<file path="src/rtl/hazard_ctrl_if.sv">
// Pipeline-to-hazard-controller bundle: hazard sources from ID/EX/MEM and the hold/flush/status controls.
// master = pipeline side (drives hazard sources), slave = hazard controller.
interface hazard_ctrl_if #(
  parameter int PERF_W = 32
);
  logic [4:0]        id_rs;
  logic [4:0]        id_rt;
  logic              id_uses_rt;
  logic              ex_memread;
  logic [4:0]        ex_regrt;
  logic              mem_branch_tkn;
  logic              dmem_req;
  logic              dmem_ack;
  logic              pc_hold;
  logic              ifid_hold;
  logic              idex_hold;
  logic              exmem_hold;
  logic              ifid_flush;
  logic              idex_flush;
  logic              exmem_flush;
  logic              mem_err;
  logic [1:0]        state;
  logic [PERF_W-1:0] lu_cnt;
  logic [PERF_W-1:0] mw_cnt;
  logic [PERF_W-1:0] fl_cnt;

  modport master (
    output id_rs, id_rt, id_uses_rt, ex_memread, ex_regrt,
           mem_branch_tkn, dmem_req, dmem_ack,
    input  pc_hold, ifid_hold, idex_hold, exmem_hold,
           ifid_flush, idex_flush, exmem_flush, mem_err, state,
           lu_cnt, mw_cnt, fl_cnt
  );

  modport slave (
    input  id_rs, id_rt, id_uses_rt, ex_memread, ex_regrt,
           mem_branch_tkn, dmem_req, dmem_ack,
    output pc_hold, ifid_hold, idex_hold, exmem_hold,
           ifid_flush, idex_flush, exmem_flush, mem_err, state,
           lu_cnt, mw_cnt, fl_cnt
  );
endinterface

</file>
<file path="src/rtl/hazard_ctrl.sv">
// Hazard sequencer for the 5-stage core: load-use bubbles, taken-branch flushes, data-memory freezes.
// Optional saturating perf counters lu_cnt/mw_cnt/fl_cnt are enabled by defining HAZARD_PERF_EN.
module hazard_ctrl #(
  parameter int MEM_TIMEOUT = 16,
  parameter int WAIT_W      = 5,
  parameter int PERF_W      = 32
) (
  input  logic        clk,
  input  logic        rst,
  hazard_ctrl_if.slave hz
);

  typedef enum logic [1:0] {
    ST_RUN   = 2'd0,
    ST_MWAIT = 2'd1,
    ST_RSVD  = 2'd2,
    ST_ERR   = 2'd3
  } state_t;

  state_t            state_q, state_d;
  logic [WAIT_W-1:0] wait_cnt_q, wait_cnt_d;
  logic              mem_err_q, mem_err_d;

  logic load_use;
  logic pc_hold_c, ifid_hold_c, idex_hold_c, exmem_hold_c;
  logic ifid_flush_c, idex_flush_c, exmem_flush_c;
  logic lu_evt, fl_evt;

  assign load_use = hz.ex_memread && (hz.ex_regrt != 5'd0) &&
                    ((hz.ex_regrt == hz.id_rs) ||
                     (hz.id_uses_rt && (hz.ex_regrt == hz.id_rt)));

  always_comb begin
    state_d       = state_q;
    wait_cnt_d    = wait_cnt_q;
    pc_hold_c     = 1'b0;
    ifid_hold_c   = 1'b0;
    idex_hold_c   = 1'b0;
    exmem_hold_c  = 1'b0;
    ifid_flush_c  = 1'b0;
    idex_flush_c  = 1'b0;
    exmem_flush_c = 1'b0;
    lu_evt        = 1'b0;
    fl_evt        = 1'b0;

    case (state_q)
      ST_RUN: begin
        // A taken branch squashes the MEM access too, so its ack is irrelevant this cycle.
        if (hz.mem_branch_tkn) begin
          ifid_flush_c  = 1'b1;
          idex_flush_c  = 1'b1;
          exmem_flush_c = 1'b1;
          fl_evt        = 1'b1;
        end else if (hz.dmem_req && !hz.dmem_ack) begin
          pc_hold_c    = 1'b1;
          ifid_hold_c  = 1'b1;
          idex_hold_c  = 1'b1;
          exmem_hold_c = 1'b1;
          wait_cnt_d   = WAIT_W'(1);
          state_d      = ST_MWAIT;
        end else if (load_use) begin
          pc_hold_c    = 1'b1;
          ifid_hold_c  = 1'b1;
          idex_flush_c = 1'b1;
          lu_evt       = 1'b1;
        end
      end

      ST_MWAIT: begin
        if (hz.dmem_ack) begin
          state_d    = ST_RUN;
          wait_cnt_d = '0;
        end else begin
          pc_hold_c    = 1'b1;
          ifid_hold_c  = 1'b1;
          idex_hold_c  = 1'b1;
          exmem_hold_c = 1'b1;
          if (wait_cnt_q == WAIT_W'(MEM_TIMEOUT - 1)) begin
            state_d = ST_ERR;
          end else begin
            wait_cnt_d = wait_cnt_q + WAIT_W'(1);
          end
        end
      end

      // ERR and the unused encoding both freeze the pipe until reset.
      default: begin
        pc_hold_c    = 1'b1;
        ifid_hold_c  = 1'b1;
        idex_hold_c  = 1'b1;
        exmem_hold_c = 1'b1;
        state_d      = ST_ERR;
      end
    endcase

    mem_err_d = mem_err_q || (state_d == ST_ERR);
  end

  always_ff @(posedge clk or posedge rst) begin
    if (rst) begin
      state_q    <= ST_RUN;
      wait_cnt_q <= '0;
      mem_err_q  <= 1'b0;
    end else begin
      state_q    <= state_d;
      wait_cnt_q <= wait_cnt_d;
      mem_err_q  <= mem_err_d;
    end
  end

  // Gate with rst so controls are released asynchronously, whatever the inputs are doing.
  assign hz.pc_hold     = pc_hold_c     && !rst;
  assign hz.ifid_hold   = ifid_hold_c   && !rst;
  assign hz.idex_hold   = idex_hold_c   && !rst;
  assign hz.exmem_hold  = exmem_hold_c  && !rst;
  assign hz.ifid_flush  = ifid_flush_c  && !rst;
  assign hz.idex_flush  = idex_flush_c  && !rst;
  assign hz.exmem_flush = exmem_flush_c && !rst;
  assign hz.mem_err     = mem_err_q;
  assign hz.state       = state_q;

`ifdef HAZARD_PERF_EN
  logic              perf_evt [3];
  logic [PERF_W-1:0] perf_cnt_q [3];
  logic [PERF_W-1:0] perf_cnt_d [3];

  assign perf_evt[0] = lu_evt;
  assign perf_evt[1] = exmem_hold_c;
  assign perf_evt[2] = fl_evt;

  genvar gi;
  generate
    for (gi = 0; gi < 3; gi++) begin : g_perf
      always_comb begin
        perf_cnt_d[gi] = perf_cnt_q[gi];
        if (perf_evt[gi] && !(&perf_cnt_q[gi])) begin
          perf_cnt_d[gi] = perf_cnt_q[gi] + PERF_W'(1);
        end
      end

      always_ff @(posedge clk or posedge rst) begin
        if (rst) begin
          perf_cnt_q[gi] <= '0;
        end else begin
          perf_cnt_q[gi] <= perf_cnt_d[gi];
        end
      end
    end
  endgenerate

  assign hz.lu_cnt = perf_cnt_q[0];
  assign hz.mw_cnt = perf_cnt_q[1];
  assign hz.fl_cnt = perf_cnt_q[2];
`else
  logic unused_evt;
  assign unused_evt = lu_evt ^ fl_evt;
  assign hz.lu_cnt  = {PERF_W{1'b0}};
  assign hz.mw_cnt  = {PERF_W{1'b0}};
  assign hz.fl_cnt  = {PERF_W{1'b0}};
`endif

endmodule

</file>
<file path="src/flat_wrapper.sv">
// flat-port wrapper written by rule: the top's interface ports become plain ports
module hazard_ctrl_flat 
#(
  parameter int MEM_TIMEOUT = 16,
  parameter int WAIT_W      = 5,
  parameter int PERF_W      = 32
)
  (clk, rst, hz_id_rs, hz_id_rt, hz_id_uses_rt, hz_ex_memread, hz_ex_regrt, hz_mem_branch_tkn, hz_dmem_req, hz_dmem_ack, hz_pc_hold, hz_ifid_hold, hz_idex_hold, hz_exmem_hold, hz_ifid_flush, hz_idex_flush, hz_exmem_flush, hz_mem_err, hz_state, hz_lu_cnt, hz_mw_cnt, hz_fl_cnt);
  hazard_ctrl_if #(.PERF_W(PERF_W)) hz_i ();
  input  logic clk;
  input  logic rst;
  input wire logic [$bits(hz_i.id_rs)-1:0] hz_id_rs;
  input wire logic [$bits(hz_i.id_rt)-1:0] hz_id_rt;
  input wire logic [$bits(hz_i.id_uses_rt)-1:0] hz_id_uses_rt;
  input wire logic [$bits(hz_i.ex_memread)-1:0] hz_ex_memread;
  input wire logic [$bits(hz_i.ex_regrt)-1:0] hz_ex_regrt;
  input wire logic [$bits(hz_i.mem_branch_tkn)-1:0] hz_mem_branch_tkn;
  input wire logic [$bits(hz_i.dmem_req)-1:0] hz_dmem_req;
  input wire logic [$bits(hz_i.dmem_ack)-1:0] hz_dmem_ack;
  output wire logic [$bits(hz_i.pc_hold)-1:0] hz_pc_hold;
  output wire logic [$bits(hz_i.ifid_hold)-1:0] hz_ifid_hold;
  output wire logic [$bits(hz_i.idex_hold)-1:0] hz_idex_hold;
  output wire logic [$bits(hz_i.exmem_hold)-1:0] hz_exmem_hold;
  output wire logic [$bits(hz_i.ifid_flush)-1:0] hz_ifid_flush;
  output wire logic [$bits(hz_i.idex_flush)-1:0] hz_idex_flush;
  output wire logic [$bits(hz_i.exmem_flush)-1:0] hz_exmem_flush;
  output wire logic [$bits(hz_i.mem_err)-1:0] hz_mem_err;
  output wire logic [$bits(hz_i.state)-1:0] hz_state;
  output wire logic [$bits(hz_i.lu_cnt)-1:0] hz_lu_cnt;
  output wire logic [$bits(hz_i.mw_cnt)-1:0] hz_mw_cnt;
  output wire logic [$bits(hz_i.fl_cnt)-1:0] hz_fl_cnt;
  assign hz_i.id_rs = hz_id_rs;
  assign hz_i.id_rt = hz_id_rt;
  assign hz_i.id_uses_rt = hz_id_uses_rt;
  assign hz_i.ex_memread = hz_ex_memread;
  assign hz_i.ex_regrt = hz_ex_regrt;
  assign hz_i.mem_branch_tkn = hz_mem_branch_tkn;
  assign hz_i.dmem_req = hz_dmem_req;
  assign hz_i.dmem_ack = hz_dmem_ack;
  assign hz_pc_hold = hz_i.pc_hold;
  assign hz_ifid_hold = hz_i.ifid_hold;
  assign hz_idex_hold = hz_i.idex_hold;
  assign hz_exmem_hold = hz_i.exmem_hold;
  assign hz_ifid_flush = hz_i.ifid_flush;
  assign hz_idex_flush = hz_i.idex_flush;
  assign hz_exmem_flush = hz_i.exmem_flush;
  assign hz_mem_err = hz_i.mem_err;
  assign hz_state = hz_i.state;
  assign hz_lu_cnt = hz_i.lu_cnt;
  assign hz_mw_cnt = hz_i.mw_cnt;
  assign hz_fl_cnt = hz_i.fl_cnt;
  hazard_ctrl #(.MEM_TIMEOUT(MEM_TIMEOUT), .WAIT_W(WAIT_W), .PERF_W(PERF_W)) u_core (.clk(clk), .rst(rst), .hz(hz_i));
endmodule
</file>
<file path="config.mk">
export PLATFORM = sky130hd
export DESIGN_NAME = hazard_ctrl_flat
export DESIGN_NICKNAME = d
export VERILOG_FILES = /design/src/rtl/hazard_ctrl_if.sv /design/src/rtl/hazard_ctrl.sv /design/src/flat_wrapper.sv
export SDC_FILE = /design/constraint.sdc
export NUM_CORES = 1
export LEC_CHECK = 0
export ABC_AREA = 1
export CORE_ASPECT_RATIO = 1.2
export CORE_MARGIN = 2
export CORE_UTILIZATION = 35
export DETAILED_ROUTE_END_ITERATION = 7
export PLACE_DENSITY = 0.95
export SYNTH_ARGS = -nofsm -noshare
export SYNTH_HDL_FRONTEND = slang
export SYNTH_SLANG_ARGS = --single-unit
</file>
<file path="constraint.sdc">
create_clock -name clk -period 3.5 [get_ports clk]
set_clock_uncertainty 0.1 [all_clocks]
set_input_delay 0.7 -clock clk [delete_from_list [all_inputs] [get_ports clk]]
set_output_delay 0.7 -clock clk [all_outputs]
set_load 0.1 [all_outputs]
</file>
==> Yosys cells after proc, flatten, opt, wreduce, memory -nomap -nowiden <==
Index checks and enable logic that the tools add are counted.
{ "word_totals": {"output_inout_bits": 106, "reg_bits": 8, "inputBits": 22, "word_cells": 51} }
{ "op_classes": {"eq_ne": 8, "reduce_logical": 16, "muxes": 23, "n_addsub": 1} }
{ "ops": {"columns": ["operator", "n"], "rows": [
  ["$mux W5", 4],
  ["$mux W1", 11],
  ["$eq A5 B5 Y1", 2],
  ["$pmux W5 S2", 1],
  ["$logic_and A1 B1 Y1", 8],
  ["$mux W2", 4],
  ["$add A5 B1 Y5 const B", 1],
  ["$eq A5 B4 Y1 const B", 1],
  ["$reduce_bool A5 Y1", 1],
  ["$pmux W1 S2", 2],
  ["$pmux W2 S2", 1],
  ["$reduce_and A4 Y1", 1],
  ["$ne A3 B3 Y1 const B", 1],
  ["$eq A2 B1 Y1 const B", 1],
  ["$eq A2 B2 Y1 const B", 1],
  ["$logic_not A1 Y1", 2],
  ["$logic_not A2 Y1", 1],
  ["$logic_or A1 B1 Y1", 2],
  ["$ne A2 B1 Y1 const B", 1],
  ["$ne A2 B2 Y1 const B", 1],
  ["$reduce_bool A2 Y1", 1]
]} }

==> Logic depth before layout (Yosys ltp) <==
Gate-level depths: netlist of run 1.
{ "logic_depth": {"depth_word": 9, "depth_mapped": 9, "mapped_depth_nobuf": 9} }

==> Least setup slack after synthesis of run 1 <==
Ideal clock, no wire load.
{ "synth_timing": {"kind": "register to output", "start": "register u_core.state_q[1], in the netlist u_core.hz.state[1]", "end": "output port hz_idex_flush", "arrival_ns": 3.267, "path_stages_with_launch": 6, "t_required_ns": 2.700, "setup_slack_ns": -0.567, "n_path_buf": 0, "path_cell_list": "dfrtp_1 > nor2_1 > nand2_1 > nor2_1 > inv_1 > nand2_1"} }
{ "synth_between": {"elab_chain_len": 3} }
{ "synth_rtl": {"columns": ["element", "line_no", "text"], "rows": [
  ["start, declared", "hazard_ctrl.sv:20", "state_t state_q, state_d;"],
  ["start signal, assigned", "hazard_ctrl.sv:105", "state_q <= state_d;"],
  ["$logic_not A2 Y1", "hazard_ctrl.sv:46", "case (state_q)"],
  ["$mux W1", "hazard_ctrl.sv:46", null],
  ["$logic_and A1 B1 Y1", "hazard_ctrl.sv:117", "assign hz.idex_flush = idex_flush_c && !rst;"],
  ["end, declared", "flat_wrapper.sv:25", "output wire logic [$bits(hz_i.idex_flush)-1:0] hz_idex_flush;"]
]} }
No other way between the ends.

==> Worst setup path after layout of run 1 <==
{ "layout_timing": {"start": "input port hz_dmem_ack", "end": "output port hz_ifid_hold"} }
{ "layout_between": {"elab_chain_len": 6, "word_cells_on_any_way": 7, "cone_classes": "mux: 4; reduce/logical: 3"} }
{ "layout_rtl": {"columns": ["element", "line_no", "text"], "rows": [
  ["start, declared", "flat_wrapper.sv:19", "input wire logic [$bits(hz_i.dmem_ack)-1:0] hz_dmem_ack;"],
  ["$logic_not A1 Y1", "hazard_ctrl.sv:54", "end else if (hz.dmem_req && !hz.dmem_ack) begin"],
  ["$logic_and A1 B1 Y1", "hazard_ctrl.sv:54", null],
  ["$mux W1", "hazard_ctrl.sv:54", null],
  ["$mux W1", "hazard_ctrl.sv:49", "if (hz.mem_branch_tkn) begin"],
  ["$pmux W1 S2 (*)", "hazard_ctrl.sv:46", null],
  ["$logic_and A1 B1 Y1 (*)", "hazard_ctrl.sv:113", "assign hz.ifid_hold = ifid_hold_c && !rst;"],
  ["end, declared", "flat_wrapper.sv:21", "output wire logic [$bits(hz_i.ifid_hold)-1:0] hz_ifid_hold;"]
]} }
Mark *: on every way between the ends. The rest lies on a longest branch, timed or not.

==> results of run 1 <==
## sequential cells by signal (all words and copies together), names as in the netlist
signal             cells
u_core.hz.state        2
u_core.hz.mem_err      1
u_core.wait_cnt_q      5
## synth_stat cells (2+ instances only)
cell type / count / area share
buf_4: 99 / 0.51
nand2_1: 37 / 0.095
inv_1: 20 / 0.052
nor2_1: 14 / 0.036
dfrtp_1: 8 / 0.14
nand3_1: 5 / 0.017
inv_2: 4 / 0.010
nand2_2: 3 / 0.013
o21ai_1: 3 / 0.010
ha_1: 2 / 0.017
nand3_2: 2 / 0.014
nor2_2: 2 / 0.0086
o21ai_2: 2 / 0.012
xor2_1: 2 / 0.012
## metal layers
layer | track usage | vias up
met1 | 0.0954 | 440
met5 | 0 | -
met2 | 0.180 | 87
met3 | 0.0463 | 4
li1 | - | 504
met4 | 0.0395 | 0
## logic make-up after synthesis
family	Yosys count	share of synthesized area
adder cells (fa/ha/maj)	2	0.0172
other	1	0.00258
AND/OR/NAND/NOR	68	0.213
AO/OA/AOI/OAI	7	0.0344
buffers and inverters	124	0.577
XOR/XNOR	3	0.0181
flip-flops	8	0.138
## where the power goes
part,switching (W),internal (W),leakage (nW)
registers,0.000000822,0.0000941,0.0915
logic,0.000492,0.0000400,0.807
clock network,0.0000367,0.0000745,0.0216
## critical path, delay by kind of cell
family	cells	cell delay, ns
buf+inv	2	0.75
simple gates	4	0.59
compound gates	1	0.18
## per-stage QoR
stage                     power, W  hold slack, ns  instances   util  cell area, µm²
after detailed placement  0.000626           0.361        295  0.384            1520
after global routing      0.000758           0.410        298  0.394            1570
after global placement    0.000624           0.351        295  0.384            1520
final                     0.000738           0.368        298  0.394            1570
after CTS                 0.000739           0.374        298  0.394            1570
after floorplan           0.000667           0.384        308      -            1820
## worst max-delay path by stage
stage | start | to | depth (start not counted)
detailed placement | hz_dmem_ack | hz_pc_hold | 7
global placement | hz_dmem_ack | hz_ifid_hold | 7
CTS | hz_dmem_ack | hz_pc_hold | 7
floorplan | u_core.hz.state[1] | hz_pc_hold | 7
global route | hz_ex_regrt[2] | hz_pc_hold | 10
finish | hz_dmem_ack | hz_ifid_hold | 7
## layout make-up
type / instances / area, µm² / area share
Clock buffer: 3 / 41.3 / 0.0264
Inverter: 25 / 96.3 / 0.0616
Multi-Input combinational cell: 176 / 779 / 0.498
Sequential cell: 8 / 200 / 0.128
Tap cell: 54 / 67.6 / 0.0432
Timing Repair Buffer: 32 / 380 / 0.243
==> metrics, run 1 <==
Final HPWL DP 2.09 mm; PostCTS Resize Cnt 0; I/O Pins between 100 and 150; full die area 0.00469 mm²; DRT met1 WL roughly 780 µm; critical path startpoint category primary input; gpl congestion around 0.87; share of cells above drive strength 1 0.131; min-delay src u_core.hz.mem_err; LEAKAGE between 0.9 and 1 nW; most frequent cells in the layout 96 x conb_1, 37 x nand2_1, 21 x clkdlybuf4s50_1, 20 x inv_1, 13 x nor2_1; CTS clk-pin slew, worst paths 0.04 ns; status finished, final reports clean; Crit Path Max Fanout 6; Vias/cell approximately 3.5; Hold EP u_core.hz.mem_err; antenna violations before repair 0; Starting DRT DRC Count 50; Detailed Route WL between 2 and 2.5 mm; crit path capture type output pin; Initial Utilization 0.366; met3 wire length 354 µm; met2 WL 1.13 mm; CTS Buf Count 3; CP dominant cell by count nand2_1; RSZ-0062 raised after global routing no; worst path cell trace clkdlybuf4s50_1 > nor2_2 > nand3_2 > a22oi_2 > nand2_1 > nand2_1 > buf_12; Worst Setup Path Type in -> out; Async SR Flop Fraction 1.00; warnings from Yosys 0; die width between 60 and 70 µm; # fillers 399; ant diodes 0; pwr dens ~470 mW/mm²; fmax 330 MHz; total track usage 0.0976; fin nets 270; max-slew violation count 0; average cell area after synthesis 6.83 µm²; H-tree depth 1; Reg2Reg Depth 7; WL/cell slightly below 8 µm; Post-synth EDFFs 0; Initial DRT Pass Iterations 4; Tmin final a little over 3 ns; largest net degree at the start of global routing 10; Max Cap Violations 0; Root Buffer clkbuf_8; Core Box Area between 0.003 and 0.004 mm²; Rows 25; top layer in use met4; post-CTS setup buffers 0; clock tree sinks 8; GRT overflow 0; FF+latch count, synth 8; Final period util 0.865; CTS tree built; vias between 1000 and 1500; Layout area overhead 7.57%; Place WS around 0.48 ns; Unique masters post-synth 24; reg2reg end u_core.hz.mem_err; Post-CTS Hold Buffers 0; Worst Path Arrival roughly 2.2 ns; commonest non-fill, non-tap cell in the layout conb_1; CP required 2.70 ns; final worst setup slack roughly 0.47 ns; RR Startpoint u_core.wait_cnt_q[0]; slowest CP cell clkdlybuf4s50_1; worst hold path class reg -> reg; Main synth FF type dfrtp_1; DRC viols 0; Gate Count Post-Synth 213; Hold Path Stages 1; Fin Setup TNS 0 ns; Worst-Skew Late Latency between 0.2 and 0.25 ns; number of port buffers 31; Worst path max stage delay around 0.55 ns; Synth Cell Area roughly 0.0015 mm²; post-synthesis sequential area ratio 0.138; VDD IR max roughly 0.17 mV; Die Ht 74.6 µm; Final Hold Fails 0; first-pass GRT wire length 3.64 mm; vias in the first global route 839; post-route ant nets 0; reg-to-reg slack, setup 1.97 ns; CTS max path bufs 2; setup violators final 0
Power figures use the tool's default switching activity.
==> inputs of run 2 (changes only) <==
- MAX_ROUTING_LAYER: unset -> met4
==> metrics, run 2 (synthesis gave the netlist of run 1 again) <==
power share of the sequential group 0.129 (about the same); CP Buf/Inv Count 2 (unchanged); PostCTS Resize Cnt 0 (unchanged); worst path cell trace clkdlybuf4s50_1 > nor2_2 > nand3_2 > a22oi_2 > nand2_1 > nand2_1 > buf_12; slowest CP cell clkdlybuf4s50_1; max-slew violation count 0 (unchanged); Worst Setup Path Type in -> out; share of cells above drive strength 1 0.131 (unchanged); clock tree sinks 8 (unchanged); post-route cell area 0.00157 mm² (unchanged); Finished Layout Cells 298 (unchanged); CP required 2.70 ns (about the same); antenna violations before repair 0 (unchanged); status finished, final reports clean; post-CTS setup buffers 0 (unchanged); Fin Setup TNS 0 ns (unchanged); vias 1035 (unchanged); total track usage 0.101 (+0.00311); CTS max path bufs 2 (unchanged); Final HPWL DP 2.09 mm (unchanged); H-tree depth 1 (unchanged); setup violators final 0 (unchanged); gpl congestion 0.886 (+1.6%); Vias/cell 3.47 (unchanged); Layout area overhead 7.57% (unchanged); RSZ-0062 raised after global routing no; Die Ht 74.6 µm (unchanged); LEAKAGE 0.920 nW (unchanged); critical path startpoint category primary input; max reg flops 5 (unchanged); Final period util 0.863 (-0.00276); number of port buffers 31 (unchanged); Initial Utilization 0.366 (unchanged); Tmin final 3.02 ns (-0.00966 ns); Final Hold Fails 0 (unchanged); die width 62.9 µm (unchanged); Detailed Route WL 2.30 mm (about the same); Crit Path Max Fanout 6 (unchanged); largest net degree at the start of global routing 10 (unchanged); Worst Path Arrival 2.22 ns (about the same); most frequent cells in the layout 96 x conb_1, 37 x nand2_1, 21 x clkdlybuf4s50_1, 20 x inv_1, 13 x nor2_1; Rows 25 (unchanged); Worst path max stage delay 0.54 ns (about the same); dpl cells 295 (unchanged); Post-CTS Hold Buffers 0 (unchanged); CTS Buf Count 3 (unchanged); commonest non-fill, non-tap cell in the layout conb_1; fmax 331 MHz (+0.32%); Worst-Skew Late Latency 0.23 ns (about the same); Starting DRT DRC Count 50 (unchanged); VDD IR max 0.169 mV (unchanged); vias in the first global route 839 (unchanged); GRT overflow 0 (unchanged); Cell Area, Placed 0.00152 mm² (unchanged); Initial DRT Pass Iterations 4 (unchanged); full die area 0.00469 mm² (unchanged); fin nets 270 (unchanged); ant diodes 0 (unchanged); final worst setup slack 0.481 ns (+0.00966 ns); worst hold path class reg -> reg; Max Cap Violations 0 (unchanged); power share of the combinational group 0.721 (about the same); Root Buffer clkbuf_8; crit path capture type output pin; CTS clk-pin slew, worst paths 0.04 ns (about the same); switching pwr 0.000529 W (about the same); Pint 0.000209 W (about the same); CP dominant cell by count nand2_1; WL/cell 7.70 µm (about the same); DRC viols 0 (unchanged); Top delay family on crit path buffers and inverters; first-pass GRT wire length 3.63 mm (-0.19%); Clk pwr share 0.151 (about the same); CTS tree built; Core Box Area 0.00397 mm² (unchanged); Reg with most FFs u_core.wait_cnt_q; worst hold slack 0.368 ns (-0.00000100 ns); Place WS 0.483 ns (unchanged); pwr dens 471 mW/mm² (about the same); post-route ant nets 0 (unchanged); I/O Pins 128 (unchanged); sw frac 0.717 (about the same)
==> run 2: cell counts in the layout (fill, tap and decap cells not counted) <==
Identical to the previous run, type by type.
==> run 2: layout make-up <==
class / count / area [µm²]
Clock buffer: 3 / 41.3
Fill cell: 399 / 2410
Inverter: 25 / 96.3
Multi-Input combinational cell: 176 / 779
Sequential cell: 8 / 200
Tap cell: 54 / 67.6
Timing Repair Buffer: 32 / 380
==> run 2: worst paths after layout <==
path                                       from                    to  slack (ns)  cells after the start
min in group asynchronous                   rst     u_core.hz.mem_err        0.70                      3
setup reg to reg           u_core.wait_cnt_q[0]     u_core.hz.mem_err        1.97                      7
setup / recovery                    hz_dmem_ack          hz_ifid_hold        0.48                      7
max in group asynchronous                   rst  u_core.wait_cnt_q[0]        2.46                      3
hold / removal                u_core.hz.mem_err     u_core.hz.mem_err        0.37                      1
hold reg to reg               u_core.hz.mem_err     u_core.hz.mem_err        0.37                      1
==> run 2: metrics by stage <==
stage | total power [W] | util
after detailed placement | 0.000626 | 0.384
after floorplan | 0.000667 | -
after global routing | 0.000758 | 0.394
final | 0.000738 | 0.394
after CTS | 0.000739 | 0.394
after global placement | 0.000624 | 0.384
==> run 2: worst register-to-register path, delay by kind of cell (launching register included) <==
family	cells	cell delay, ns
adder cells (fa/ha/maj)	2	0.41
flip-flops	1	0.41
AND/OR/NAND/NOR	5	0.49
==> run 2: routing by layer <==
metal  track usage  part of all wire  routed length [µm]
met1        0.0972              0.35                 793
met4        0.0395             0.019                  44
met2         0.180              0.49                1120
met5             -                 0                   0
met3        0.0433              0.15                 338
==> run 2: power groups by stage <==
stage / combinational (W) / sequential (W) / clock, W
finish: 0.000531 / 0.0000949 / 0.000111
global route: 0.000544 / 0.0000950 / 0.000119
CTS: 0.000530 / 0.0000948 / 0.000115
detailed placement: 0.000529 / 0.0000962 / 0
global placement: 0.000528 / 0.0000961 / 0
floorplan: 0.000571 / 0.0000959 / 0
==> inputs of run 3 (changes only) <==
- HOLD_SLACK_MARGIN: unset -> 0.1
- PLACE_DENSITY: 0.95 -> 0.86
==> metrics, run 3 (synthesis gave the netlist of run 1 again) <==
status finished, final reports clean; vias in the first global route 846 (+0.83%); Initial DRT Pass Iterations 4 (unchanged); dpl cells 295 (unchanged); switching pwr 0.000535 W (+1.1%); Fin Setup TNS 0 ns (unchanged); Vias/cell 3.52 (+1.4%); first-pass GRT wire length 3.49 mm (-3.8%); Clk pwr share 0.159 (+0.008); Hold Path Stages 1 (unchanged); largest net degree at the start of global routing 10 (unchanged); die width 62.9 µm (unchanged); min-delay src u_core.hz.mem_err; reg2reg end u_core.wait_cnt_q[0]; reg-to-reg slack, setup 1.96 ns (about the same); VDD IR max 0.166 mV (-1.3%); Layout area overhead 7.57% (unchanged); CTS Buf Count 3 (unchanged); Worst-Skew Late Latency 0.24 ns (about the same); PostCTS Resize Cnt 0 (unchanged); full die area 0.00469 mm² (unchanged); Die Ht 74.6 µm (unchanged); H-tree depth 1 (unchanged); Root Buffer clkbuf_8; CTS clk-pin slew, worst paths 0.04 ns (about the same); antenna violations before repair 0 (unchanged); Final Hold Fails 0 (unchanged); Starting DRT DRC Count 41 (-18%); power share of the combinational group 0.714 (-0.007); number of port buffers 31 (unchanged); Rows 25 (unchanged); Reg2Reg Depth 8 (+1); Worst path max stage delay 0.54 ns (about the same); LEAKAGE 0.920 nW (unchanged); Crit Path Max Fanout 6 (unchanged); Multi-input gate area 779 µm² (unchanged); Core Box Area 0.00397 mm² (unchanged); setup violators final 0 (unchanged); Tmin final 2.98 ns (-0.0406 ns); Hold EP u_core.hz.mem_err; sw frac 0.719 (+0.00180); ant diodes 0 (unchanged); Final HPWL DP 2.04 mm (-2.1%); slowest CP cell clkdlybuf4s50_1; CTS max path bufs 2 (unchanged); commonest non-fill, non-tap cell in the layout conb_1; gpl congestion 0.782 (-12%); max reg flops 5 (unchanged); Worst Path Arrival 2.18 ns (-0.04 ns); Finished Layout Cells 298 (unchanged); fin nets 270 (unchanged); Max Cap Violations 0 (unchanged); DRC viols 0 (unchanged); CP required 2.70 ns (about the same); Storage cell area 200 µm² (unchanged); power share of the sequential group 0.128 (about the same); critical path startpoint category primary input; I/O Pins 128 (unchanged); vias 1050 (+1.4%); Reg with most FFs u_core.wait_cnt_q; Top delay family on crit path buffers and inverters; # fillers 421 (+5.5%); CP Buf/Inv Count 2 (unchanged); RR Startpoint u_core.wait_cnt_q[0]; WL/cell 7.65 µm (-0.65%); fmax 336 MHz (+1.4%); Initial Utilization 0.366 (unchanged); worst hold path class reg -> reg; Detailed Route WL 2.28 mm (-0.65%); share of cells above drive strength 1 0.131 (unchanged); post-CTS setup buffers 0 (unchanged); post-route ant nets 0 (unchanged); pwr dens 475 mW/mm² (+0.85%); clock tree sinks 8 (unchanged); CP dominant cell by count nand2_1; Final period util 0.851 (-0.0116); total track usage 0.0982 (-0.00249); worst path cell trace clkdlybuf4s50_1 > nor2_2 > nand3_2 > a22oi_2 > nand2_1 > nand2_1 > buf_12; RSZ-0062 raised after global routing no; crit path capture type output pin; max-slew violation count 0 (unchanged); GRT overflow 0 (unchanged); Pint 0.000209 W (+0.21%); CTS tree built; most frequent cells in the layout 96 x conb_1, 37 x nand2_1, 21 x clkdlybuf4s50_1, 20 x inv_1, 13 x nor2_1; Post-CTS Hold Buffers 0 (unchanged); Worst Setup Path Type in -> out
[run 3: per-stage QoR]
stage / area (µm²) / hold slack [ns] / setup WS, ns / util / total power (W)
2_1_floorplan: 1820 / 0.384 / 0.0459 / - / 0.000667
3_3_place_gp: 1520 / 0.377 / 0.517 / 0.384 / 0.000624
3_5_place_dp: 1520 / 0.369 / 0.525 / 0.384 / 0.000625
4_1_cts: 1570 / 0.382 / 0.518 / 0.394 / 0.000744
5_1_grt: 1570 / 0.421 / 0.427 / 0.394 / 0.000763
6_report: 1570 / 0.379 / 0.521 / 0.394 / 0.000744
[run 3: worst max-delay path by stage]
stage | start | to | slack (ns) | depth (start not counted)
3_3_place_gp | hz_dmem_ack | hz_pc_hold | 0.52 | 7
5_1_grt | hz_dmem_ack | hz_pc_hold | 0.43 | 7
3_5_place_dp | hz_dmem_ack | hz_pc_hold | 0.52 | 7
2_1_floorplan | u_core.hz.state[1] | hz_pc_hold | 0.05 | 7
4_1_cts | hz_dmem_ack | hz_pc_hold | 0.52 | 7
6_report | hz_dmem_ack | hz_pc_hold | 0.52 | 7
[run 3: area by class of cell]
cell class,instances,share of cell area
clock buffers,3,0.0264
well taps,54,0.0432
flip-flops and latches,8,0.128
inverters,25,0.0616
multi-input cells,176,0.498
repair buffers,32,0.243
[run 3: routing by layer]
| metal | vias to the layer above | part of all wire | GRT usage | wire (µm) |
|---|---|---|---|---|
| li1 | 506 | - | - | - |
| met1 | 447 | 0.34 | 0.101 | 785 |
| met2 | 87 | 0.49 | 0.176 | 1130 |
| met3 | 10 | 0.12 | 0.00897 | 278 |
| met4 | 0 | 0.039 | 0.0741 | 89 |
| met5 | - | 0 | - | 0 |
[run 3: power groups by stage]
stage	sequential, W	combinational (W)	clock, W
6_report	0.0000949	0.000531	0.000118
5_1_grt	0.0000949	0.000544	0.000124
4_1_cts	0.0000948	0.000529	0.000120
3_5_place_dp	0.0000962	0.000529	0
3_3_place_gp	0.0000961	0.000528	0
2_1_floorplan	0.0000959	0.000571	0
